## config.mk

```make
export PLATFORM = sky130hd
export DESIGN_NAME = mcr_nvram_bridge
export DESIGN_NICKNAME = d
export VERILOG_FILES = /design/src/rtl/mcr_nvram_bridge.sv
export SDC_FILE = /design/constraint.sdc
export NUM_CORES = 1
export LEC_CHECK = 0
export ABC_AREA = 1
export CORE_UTILIZATION = 42
export CTS_CLUSTER_DIAMETER = 120
export DETAILED_ROUTE_END_ITERATION = 10
export GPL_TIMING_DRIVEN = 1
export PLACE_DENSITY = 0.93
export SLEW_MARGIN = 5
export SYNTH_ARGS = -nofsm -noshare
export SYNTH_HDL_FRONTEND = slang
export SYNTH_SLANG_ARGS = --single-unit
```

## constraint.sdc

```tcl
create_clock -name clk -period 4.3 [get_ports clk]
set_input_delay 0.43 -clock clk [delete_from_list [all_inputs] [get_ports clk]]
set_output_delay 0.43 -clock clk [all_outputs]
set_load 0.05 [all_outputs]
```

## src/rtl/mcr_nvram_bridge.sv

```systemverilog
`default_nettype none
// mcr_nvram_bridge: hps_io ioctl <-> game NVRAM sideband bridge (download/upload with wait handshake).
// Define NVRAM_AUTOSAVE_EN to add CPU-write snooping and the idle-timed save_req.
module mcr_nvram_bridge #(
  parameter int         AW       = 10,
  parameter int         RD_LAT   = 2,
  parameter logic [7:0] NV_INDEX = 8'd4,
  parameter int         IDLE_CYC = 40_000_000
) (
  input  logic          clk,
  input  logic          reset,
  input  logic          ioctl_download,
  input  logic          ioctl_upload,
  input  logic          ioctl_wr,
  input  logic          ioctl_rd,
  input  logic [7:0]    ioctl_index,
  input  logic [24:0]   ioctl_addr,
  input  logic [7:0]    ioctl_dout,
  output logic [7:0]    ioctl_din,
  output logic          ioctl_wait,
  output logic [AW-1:0] nv_addr,
  output logic          nv_we,
  output logic [7:0]    nv_wdata,
  input  logic [7:0]    nv_rdata,
  input  logic          cpu_nv_we,
  output logic          save_req,
  output logic          busy
);

  typedef enum logic [1:0] {S_IDLE, S_DL, S_UL, S_UL_RD} state_t;

  state_t     state;
  logic [2:0] lat_cnt;
  logic       rd_oor;
  logic       sel;
  logic       in_rng;

  assign sel    = (ioctl_index == NV_INDEX);
  assign in_rng = (ioctl_addr[24:AW] == '0);

  always_ff @(posedge clk) begin
    if (reset) begin
      state      <= S_IDLE;
      ioctl_din  <= 8'h00;
      ioctl_wait <= 1'b0;
      nv_addr    <= '0;
      nv_we      <= 1'b0;
      nv_wdata   <= 8'h00;
      busy       <= 1'b0;
      lat_cnt    <= 3'd0;
      rd_oor     <= 1'b0;
    end else begin
      nv_we <= 1'b0;
      case (state)
        S_IDLE: begin
          if (sel && ioctl_download) begin
            state <= S_DL;
            busy  <= 1'b1;
          end else if (sel && ioctl_upload) begin
            state <= S_UL;
            busy  <= 1'b1;
          end
        end
        S_DL: begin
          if (!ioctl_download) begin
            state <= S_IDLE;
            busy  <= 1'b0;
          end else if (ioctl_wr && in_rng) begin
            nv_addr  <= ioctl_addr[AW-1:0];
            nv_wdata <= ioctl_dout;
            nv_we    <= 1'b1;
          end
        end
        S_UL: begin
          if (!ioctl_upload) begin
            state <= S_IDLE;
            busy  <= 1'b0;
          end else if (ioctl_rd) begin
            nv_addr    <= ioctl_addr[AW-1:0];
            rd_oor     <= !in_rng;
            ioctl_wait <= 1'b1;
            lat_cnt    <= 3'(RD_LAT);
            state      <= S_UL_RD;
          end
        end
        S_UL_RD: begin
          if (!ioctl_upload) begin
            state      <= S_IDLE;
            busy       <= 1'b0;
            ioctl_wait <= 1'b0;
          end else if (lat_cnt == 3'd0) begin
            // Out-of-range reads return erased-flash style 0xFF instead of aliased NVRAM.
            ioctl_din  <= rd_oor ? 8'hFF : nv_rdata;
            ioctl_wait <= 1'b0;
            state      <= S_UL;
          end else begin
            lat_cnt <= lat_cnt - 3'd1;
          end
        end
        default: begin
          state <= S_IDLE;
          busy  <= 1'b0;
        end
      endcase
    end
  end

`ifdef NVRAM_AUTOSAVE_EN
  localparam int            CW  = (IDLE_CYC > 1) ? $clog2(IDLE_CYC) : 1;
  localparam logic [CW-1:0] SAT = CW'(IDLE_CYC - 1);

  logic          dirty;
  logic [CW-1:0] idle_cnt;
  logic          xfer_done;

  assign xfer_done = ((state == S_DL) && !ioctl_download) ||
                     (((state == S_UL) || (state == S_UL_RD)) && !ioctl_upload);

  // A CPU write landing on the same cycle a transfer completes keeps the data dirty.
  always_ff @(posedge clk) begin
    if (reset) begin
      dirty    <= 1'b0;
      idle_cnt <= '0;
    end else if (cpu_nv_we) begin
      dirty    <= 1'b1;
      idle_cnt <= '0;
    end else if (xfer_done) begin
      dirty    <= 1'b0;
      idle_cnt <= '0;
    end else if (dirty && !busy && (idle_cnt != SAT)) begin
      idle_cnt <= idle_cnt + 1'b1;
    end
  end

  assign save_req = dirty && (idle_cnt == SAT);
`else
  logic unused_snoop;
  assign unused_snoop = cpu_nv_we;
  assign save_req     = 1'b0;
`endif

endmodule
`default_nettype wire

```

# Word-level counts from Yosys, hierarchy flattened
# Index checks and enable logic that the tools add are counted.
# totals
reg_bits,35
input_bits,56
elab_cells,76
# op_classes
addsub,1
eq_ne,15
n_mux,30
bitwise_logic,2
reduce_logical,19
# op_table
cell,n
2-to-1 mux 10 bit,4
case mux 10 bit (2 select lines),1
"inequality test 2 bit, second input constant",8
logical NOT 15 bit,1
2-to-1 mux 2 bit,7
2-to-1 mux 3 bit,4
AND reduction 3 bit,4
AND reduction 5 bit,2
2-to-1 mux 1 bit,9
"inequality test 3 bit, second input constant",3
"equality test 8 x 3 -> 1 bit, second input constant",1
2-to-1 mux 8 bit,1
case mux 2 bit (4 select lines),1
AND reduction 4 bit,2
case mux 3 bit (2 select lines),1
"equality test 2 bit, second input constant",2
nonzero test 2 bit,2
logical AND 1 bit,3
logical NOT 3 bit,1
case mux 1 bit (3 select lines),1
OR reduction 3 bit,1
"subtractor 3 x 1 -> 3 bit, second input constant",1
"equality test 2 x 1 -> 1 bit, second input constant",1
logical NOT 2 bit,1
other kinds (4),5

# Logic depth before layout (Yosys ltp)
# Gate-level depths: netlist of run 1.
# depth
word_depth,5
depth_mapped,9
mapped_depth_nobuf,9

# Worst setup path after synthesis of run 1
# No wires, ideal clock.
# synth_path
path_type,reg-to-reg
startpoint,register lat_cnt[0]
endpoint,register ioctl_din[0]
arrival_time_ns,1.220
slack_ns,2.948
path_stages_with_launch,9
path_buffers,0
period_less_slack_ns,1.352
cell_sequence,dfxtp_1 > inv_1 > ha_1 > ha_1 > inv_1 > nor3_4 > inv_1 > nand2_1 > a21oi_1
# synth_via
elab_chain_len,2
# synth_lines
element,line_no,rtl
"start, declared",33,logic [2:0] lat_cnt;
"start signal, assigned",82,lat_cnt <= 3'(RD_LAT);
"start signal, assigned",97,lat_cnt <= lat_cnt - 3'd1;
logical NOT 3 bit,91,end else if (lat_cnt == 3'd0) begin
AND reduction 3 bit (no line),n/a,
"end signal, assigned",93,ioctl_din <= rd_oor ? 8'hFF : nv_rdata;
"end, declared",19,"output logic [7:0] ioctl_din,"
# Every way passes these cells.
# A chain may end at the register's enable or synchronous reset.

==> impl_results.md, run 1 <==
- Core area: 3660 um^2
- Routed WL per cell: 11.6 um
- Worst-Skew Late Latency: 280 ps
- Ant diodes: 0
- First-pass GRT wire length: 6.78 mm
- CP max stage cell: clkdlybuf4s50_1
- Avg Vias per Cell: 4.85
- WS Path Type: primary input to flop
- Reg power frac: 42.5%
- Switching Fraction: 26.2%
- Total Power: 812 uW
- # nets final: 352
- Mapped Cells: 211
- Ys Warns: 0
- CP cell instances: clkdlybuf4s50_1, inv_1, nand3_1, nor2_1
- Int Pwr: 599 uW
- Max-cap violations: 0
- Worst endpoint required time: 4480 ps
- Measured slew at the worst slew-check pin: 1150 ps
- Count of input and output buffers: 83
- Clk pwr share: 37.2%
- Core Util, Final: 69.7%
- Final Skew: 4.02 ps
- Synth Area in Compound Gates: 20.3%
- Grt total ovfl: 0
- Slew headroom: 22.8%
- GPL Wtd Cong: 0.789
- Drt total wl: 3.96 mm
- Final HPWL DP: 2.91 mm
- Final Cycle Share: 46.1%
- VDD IR max: 368 uV
- Share of cells above drive strength 1: 7.80%
- Setup Buffers After CTS: 0
- Die area: 4060 um^2
- Avg Cell Area, Syn: 7.58 um^2
- P&R area growth vs syn: 59.5%
- Total GRT Usage: 20.8%
- Combinational family with the most area after synthesis: simple AND/OR/NAND/NOR gates
- Sequential fraction of the synthesis area: 43.8%
- Antenna violations before repair: 0
- Reg area: 701 um^2
- Leakage: 0.000918 uW
- Largest net degree at the start of global routing: 33
- Post-layout min period: 1980 ps
- RSZ-0062 raised after global routing: false
- FMAX: 0.505 GHz
- Fillers: 292
- Clk sinks: 35
- Post-synthesis mux area share: 0%
- Critical path peak fanout: 32
- Crit. End Element: flop
- Area taken by multi-input logic gates: 759 um^2
- Root Buffer: clkbuf_8
- Gate power share: 20.3%
- # setup viols final: 0
- Flops & latches, synth: 35
- Worst EP arrival: 2160 ps
- DIE WIDTH: 63.7 um
- Post-cts gate resize count: 0
- CTS Buffer Depth: 2
- Syn_nets: 269
- PD cells: 318 nW/um^2
- Post-synthesis simple-gate area fraction: 25.4%
- HP Class: flop to flop
- Initial Util: 43.7%
- Xor/xnor share of the synthesized area: 0%
- Std-Cell Rows: 22
- CP Launch Type: primary input
- TritonCTS Buffers: 5
- Vias in the first global route: 1641
- Drt pass-1 iters: 4
- Cell Area, Synth: 1600 um^2
- Worst-path clk slew: 70 ps
- Drt drc: 0
- Hold buffers post-CTS: 0
- Final Max Slew Viols: 0
- CTS tree: built
- Post-Synth Adder-Cell Area: 1.56%
- Library cells used by synthesis: 25
- Setup TNS: 0 ps
- Final Hold Viols: 0
- Sw Pwr: 213 uW
- Vias: 1665
- Antenna Violating Nets Remaining: 0
- CP peak stage delay: 1240 ps
- DR iter-0 viols: 152
- Die H: 63.7 um
- H-tree depth: 2
- IO Pins: 86
- Status: complete, no violations
==> worst max-delay path, delay by kind of cell <==
family / cells / cell delay (ps)
buf+inv: 2 / 1480
simple gates: 2 / 250
==> through the flow <==
| step | hold WS, ps | cell area (um^2) | setup WS, ps | std cells |
|---|---|---|---|---|
| global placement | 446 | 2430 | 2030 | 335 |
| finish | 459 | 2550 | 2320 | 343 |
| detailed placement | 452 | 2430 | 2060 | 335 |
| global route | 475 | 2550 | 2180 | 343 |
| CTS | 463 | 2550 | 2340 | 343 |
| floorplan | 433 | 1600 | 2950 | 211 |
==> layer usage <==
| metal | vias up | global-route usage, % | routed length [um] |
|---|---|---|---|
| li1 | 856 | - | - |
| met1 | 738 | 22.9 | 1660 |
| met2 | 63 | 38.6 | 2000 |
| met5 | - | 0 | 0 |
| met3 | 8 | 5.80 | 244 |
| met4 | 0 | 5.11 | 63 |
==> placed cells by master (no fill, tap or decap), types with 2 or more instances in the layout <==
cell	instances
clkdlybuf4s50_1	83
nand2_1	35
dfxtp_1	35
a21oi_1	33
inv_1	21
nor2_1	21
nand3_1	17
o21ai_0	13
o21a_1	8
clkbuf_8	6
nand2_2	4
nor2_2	3
a21oi_2	2
nand4_1	2
ha_1	2
==> cells in the mapped netlist <==
library cell / instances / area, um^2
nor2_4: 1 / 11.3
nand3_1: 17 / 85.1
o21ai_0: 13 / 65.1
o21a_1: 8 / 60.1
a21oi_1: 33 / 165
inv_2: 1 / 3.75
buf_4: 1 / 7.51
nor2_2: 3 / 18.8
a21oi_2: 2 / 17.5
o21ai_2: 1 / 8.76
clkbuf_4: 1 / 7.51
nand2_1: 35 / 131
nand4_4: 1 / 21.3
conb_1: 1 / 3.75
or2_2: 1 / 6.26
dfxtp_1: 35 / 701
nor3_4: 1 / 16.3
nand4_1: 2 / 12.5
a211oi_1: 1 / 7.51
inv_1: 21 / 78.8
ha_1: 2 / 25.0
buf_6: 3 / 33.8
nor2_1: 21 / 78.8
nand2_2: 4 / 25.0
clkbuf_1: 2 / 7.51
==> path summary, 6_finish.rpt <==
| kind | endpoint | cells after the start | start | slack [ps] |
|---|---|---|---|---|
| worst min register to register | nv_addr[1] | 2 | nv_addr[1] | 460 |
| worst max register to register | nv_addr[5] | 7 | state[0] | 2600 |
| worst min-delay path | nv_addr[1] | 2 | nv_addr[1] | 460 |
| worst max-delay path | state[0] | 4 | reset | 2320 |
==> cell type report <==
cell class	count	share of cell area [%]
repair buffers	83	32.6
multi-input cells	147	29.8
flip-flops and latches	35	27.5
clock buffers	6	3.24
inverters	22	3.24
well taps	48	2.35
clock inverters	2	1.37
==> power groups by stage <==
stage          Sequential, uW  Clock [uW]  Combinational [uW]
4_1_cts                   345         305                 165
5_1_grt                   347         325                 178
6_report                  345         302                 164
3_3_place_gp              352           0                 160
2_1_floorplan             379           0                63.4
3_5_place_dp              352           0                 163
==> sequential cells by signal (all words and copies together), names as in the netlist <==
register / count
nv_we: 1
lat_cnt: 3
ioctl_din: 8
nv_wdata: 8
ioctl_wait: 1
state: 2
rd_oor: 1
busy: 1
nv_addr: 10
==> cells by family after synthesis <==
kind of cell               count (synthesis)
buffers and inverters                     29
other                                      1
adders and majority gates                  2
and+or+nand+nor                           86
AOI/OAI and AO/OA                         58
DFF                                       35
Power figures use the tool's default switching activity.
==> inputs of run 2 (changes only) <==
--- a/config.mk
+++ b/config.mk
@@ -6,11 +6,11 @@
 export NUM_CORES = 1
 export LEC_CHECK = 0
 export ABC_AREA = 1
-export CORE_UTILIZATION = 42
+export CORE_UTILIZATION = 35
 export CTS_CLUSTER_DIAMETER = 120
 export DETAILED_ROUTE_END_ITERATION = 10
 export GPL_TIMING_DRIVEN = 1
-export PLACE_DENSITY = 0.93
+export PLACE_DENSITY = 0.84
 export SLEW_MARGIN = 5
 export SYNTH_ARGS = -nofsm -noshare
 export SYNTH_HDL_FRONTEND = slang
==> constraint.sdc (replaced) <==
create_clock -name clk -period 1.72 [get_ports clk]
set_input_delay 0.172 -clock clk [delete_from_list [all_inputs] [get_ports clk]]
set_output_delay 0.172 -clock clk [all_outputs]
set_load 0.05 [all_outputs]
==> run 2 against run 1 <==
Design area increased by 1.2%. Non-clock buffer count increased by 7. First-iteration DRC count decreased by 54%. Clock power is 88% higher. Power is 130% higher. Critical path depth is 3 lower. Sequential share of layout area is 0.33 points lower. Clock skew decreased by 0.95 ps. Utilization down 11 points. Worst setup slack got worse by 2200 ps. Via count fell by 0.48%. Critical path type is now flop to primary output.
==> impl_results.md, run 2 (synthesis gave the netlist of run 1 again) <==
- VDD IR max: 298 uV (-19%)
- TritonCTS Buffers: 5 (unchanged)
- Leakage: 0.000938 uW (+2.1%)
- CP cell instances: clkdlybuf4s50_1
- Root Buffer: clkbuf_8
- CTS tree: built
- Max-cap violations: 0 (unchanged)
- CP max stage cell: clkdlybuf4s50_1
- Grt total ovfl: 0 (unchanged)
- Die area: 4840 um^2 (+19%)
- P&R area growth vs syn: 61.5%
- Clk sinks: 35 (unchanged)
- Final HPWL DP: 3.08 mm (+5.7%)
- Fillers: 401 (+37%)
- Crit path buffers/inverters: 1 (-1)
- Largest register FFs: 10 (unchanged)
- First-pass GRT wire length: 6.93 mm (+2.2%)
- Core Util, Final: 58.9% (-11 points)
- Reg area: 701 um^2 (unchanged)
- Final Cycle Share: 93.0%
- Drt drc: 0 (unchanged)
- DR iter-0 viols: 70 (-54%)
- H-tree depth: 2 (unchanged)
- Worst endpoint required time: 1550 ps (-2930 ps)
- Post-layout min period: 1600 ps
- Final Skew: 3.07 ps (-0.954 ps)
- Drt total wl: 4.06 mm (+2.4%)
- Area taken by multi-input logic gates: 759 um^2 (unchanged)
- Count of input and output buffers: 83 (unchanged)
- Core area: 4380 um^2 (+20%)
- IO Pins: 86 (unchanged)
- Worst-path clk slew: 70 ps (about the same)
- Final Max Slew Viols: 0 (unchanged)
- FMAX: 0.625 GHz
- CP top delay family: buffers and inverters
- DIE WIDTH: 69.6 um (+9.2%)
- Final Hold Viols: 0 (unchanged)
- CTS Buffer Depth: 2 (unchanged)
- GPL Wtd Cong: 0.787 (-0.27%)
- HP Class: flop to flop
- CP Launch Type: flop
- # setup viols final: 0 (unchanged)
- Measured slew at the worst slew-check pin: 513 ps (-642 ps)
- Routed WL per cell: 11.5 um (-0.76%)
- Worst EP arrival: 1430 ps (-730 ps)
- Ant diodes: 0 (unchanged)
- Std-Cell Rows: 24 (+9.1%)
- Initial Util: 36.5% (-7.2 points)
- Die H: 69.6 um (+9.2%)
- # nets final: 359 (+2.0%)
- Critical path peak fanout: 2 (-94%)
- PD cells: 721 nW/um^2 (+130%)
- Share of cells above drive strength 1: 9.60% (+1.8 points)
- Setup TNS: 0 ps (unchanged)
- Avg Vias per Cell: 4.68 (-3.6%)
- CP peak stage delay: 810 ps (-430 ps)
- RSZ-0062 raised after global routing: false
- WS Path Type: flop to primary output
- Worst-Skew Late Latency: 280 ps (about the same)
- Top reg by flops: nv_addr
- Crit. End Element: primary output
- Total GRT Usage: 17.6% (-3.1 points)
- Slew headroom: 65.7% (+43 points)
- Antenna violations before repair: 0 (unchanged)
- Vias: 1657 (-0.48%)
- Commonest non-fill, non-tap cells in the layout: clkdlybuf4s50_1, nand2_1, dfxtp_1
- Status: complete, no violations
- Antenna Violating Nets Remaining: 0 (unchanged)
- Hold buffers post-CTS: 0 (unchanged)
- Post-cts gate resize count: 0 (unchanged)
- Vias in the first global route: 1628 (-0.79%)
- Largest net degree at the start of global routing: 18 (-45%)
- Most common cell after layout, fill and taps aside: clkdlybuf4s50_1
- Setup Buffers After CTS: 0 (unchanged)
- Largest regs: nv_addr (10), ioctl_din (8), nv_wdata (8)
- Drt pass-1 iters: 4 (unchanged)
## run 2: cell count changes in the layout (fill, tap and decap cells not counted), sizes merged
| cell | delta |
|---|---|
| bufinv | -1 |
| clkdlybuf4s50 | -1 |
| buf | +8 |
| clkbuf | +1 |
## run 2: where the power goes
part | internal (uW) | leakage, uW | total (uW) | switching [uW]
Clock | 284 | 0.0000422 | 567 | 283
Sequential | 840 | 0.000282 | 863 | 22.8
Combinational | 207 | 0.000613 | 432 | 225
## run 2: per-stage QoR
| step | hold slack (ps) | std cells | worst slack [ps] | area [um^2] | total power [uW] |
|---|---|---|---|---|---|
| floorplan | 296 | 211 | 368 | 1600 | 1110 |
| global placement | 443 | 346 | 62.7 | 2500 | 1300 |
| global route | 469 | 354 | 56.5 | 2580 | 1960 |
| CTS | 464 | 354 | 106 | 2580 | 1880 |
| detailed placement | 453 | 346 | 31.5 | 2500 | 1310 |
| finish | 461 | 354 | 120 | 2580 | 1860 |
## run 2: per-layer routing
metal  routed length [um]  track usage (%)  vias to the layer above  share of wire (%)
li1                     -                -                      870                  -
met1                 1780             20.4                      726                 44
met2                 1980             31.0                       56                 49
met3                  252             5.52                        5                6.2
met4                   42             5.44                        0                1.0
met5                    0                0                        -                  0
## run 2: tightest hold or removal path: cells and delay by family, from the launching register on
| kind | cells | cell delay [ps] |
|---|---|---|
| AOI/OAI and AO/OA | 1 | 50 |
| DFF | 1 | 310 |
| and+or+nand+nor | 1 | 60 |
## run 2: cell type report
type / instances / area share (%)
timing repair buffer: 90 / 34.6
multi-input combinational: 147 / 29.4
sequential: 35 / 27.1
inverter: 22 / 3.20
clock buffer: 7 / 2.96
tap: 52 / 2.52
clock inverter: 1 / 0.194
## run 2: path summary, 6_finish.rpt
kind | start | endpoint | slack [ps] | cells past startpoint
setup reg to reg | lat_cnt[0] | ioctl_din[6] | 190 | 8
hold / removal | nv_addr[0] | nv_addr[0] | 460 | 2
setup / recovery | nv_addr[4] | nv_addr[4] | 120 | 1
hold reg to reg | nv_addr[0] | nv_addr[0] | 460 | 2
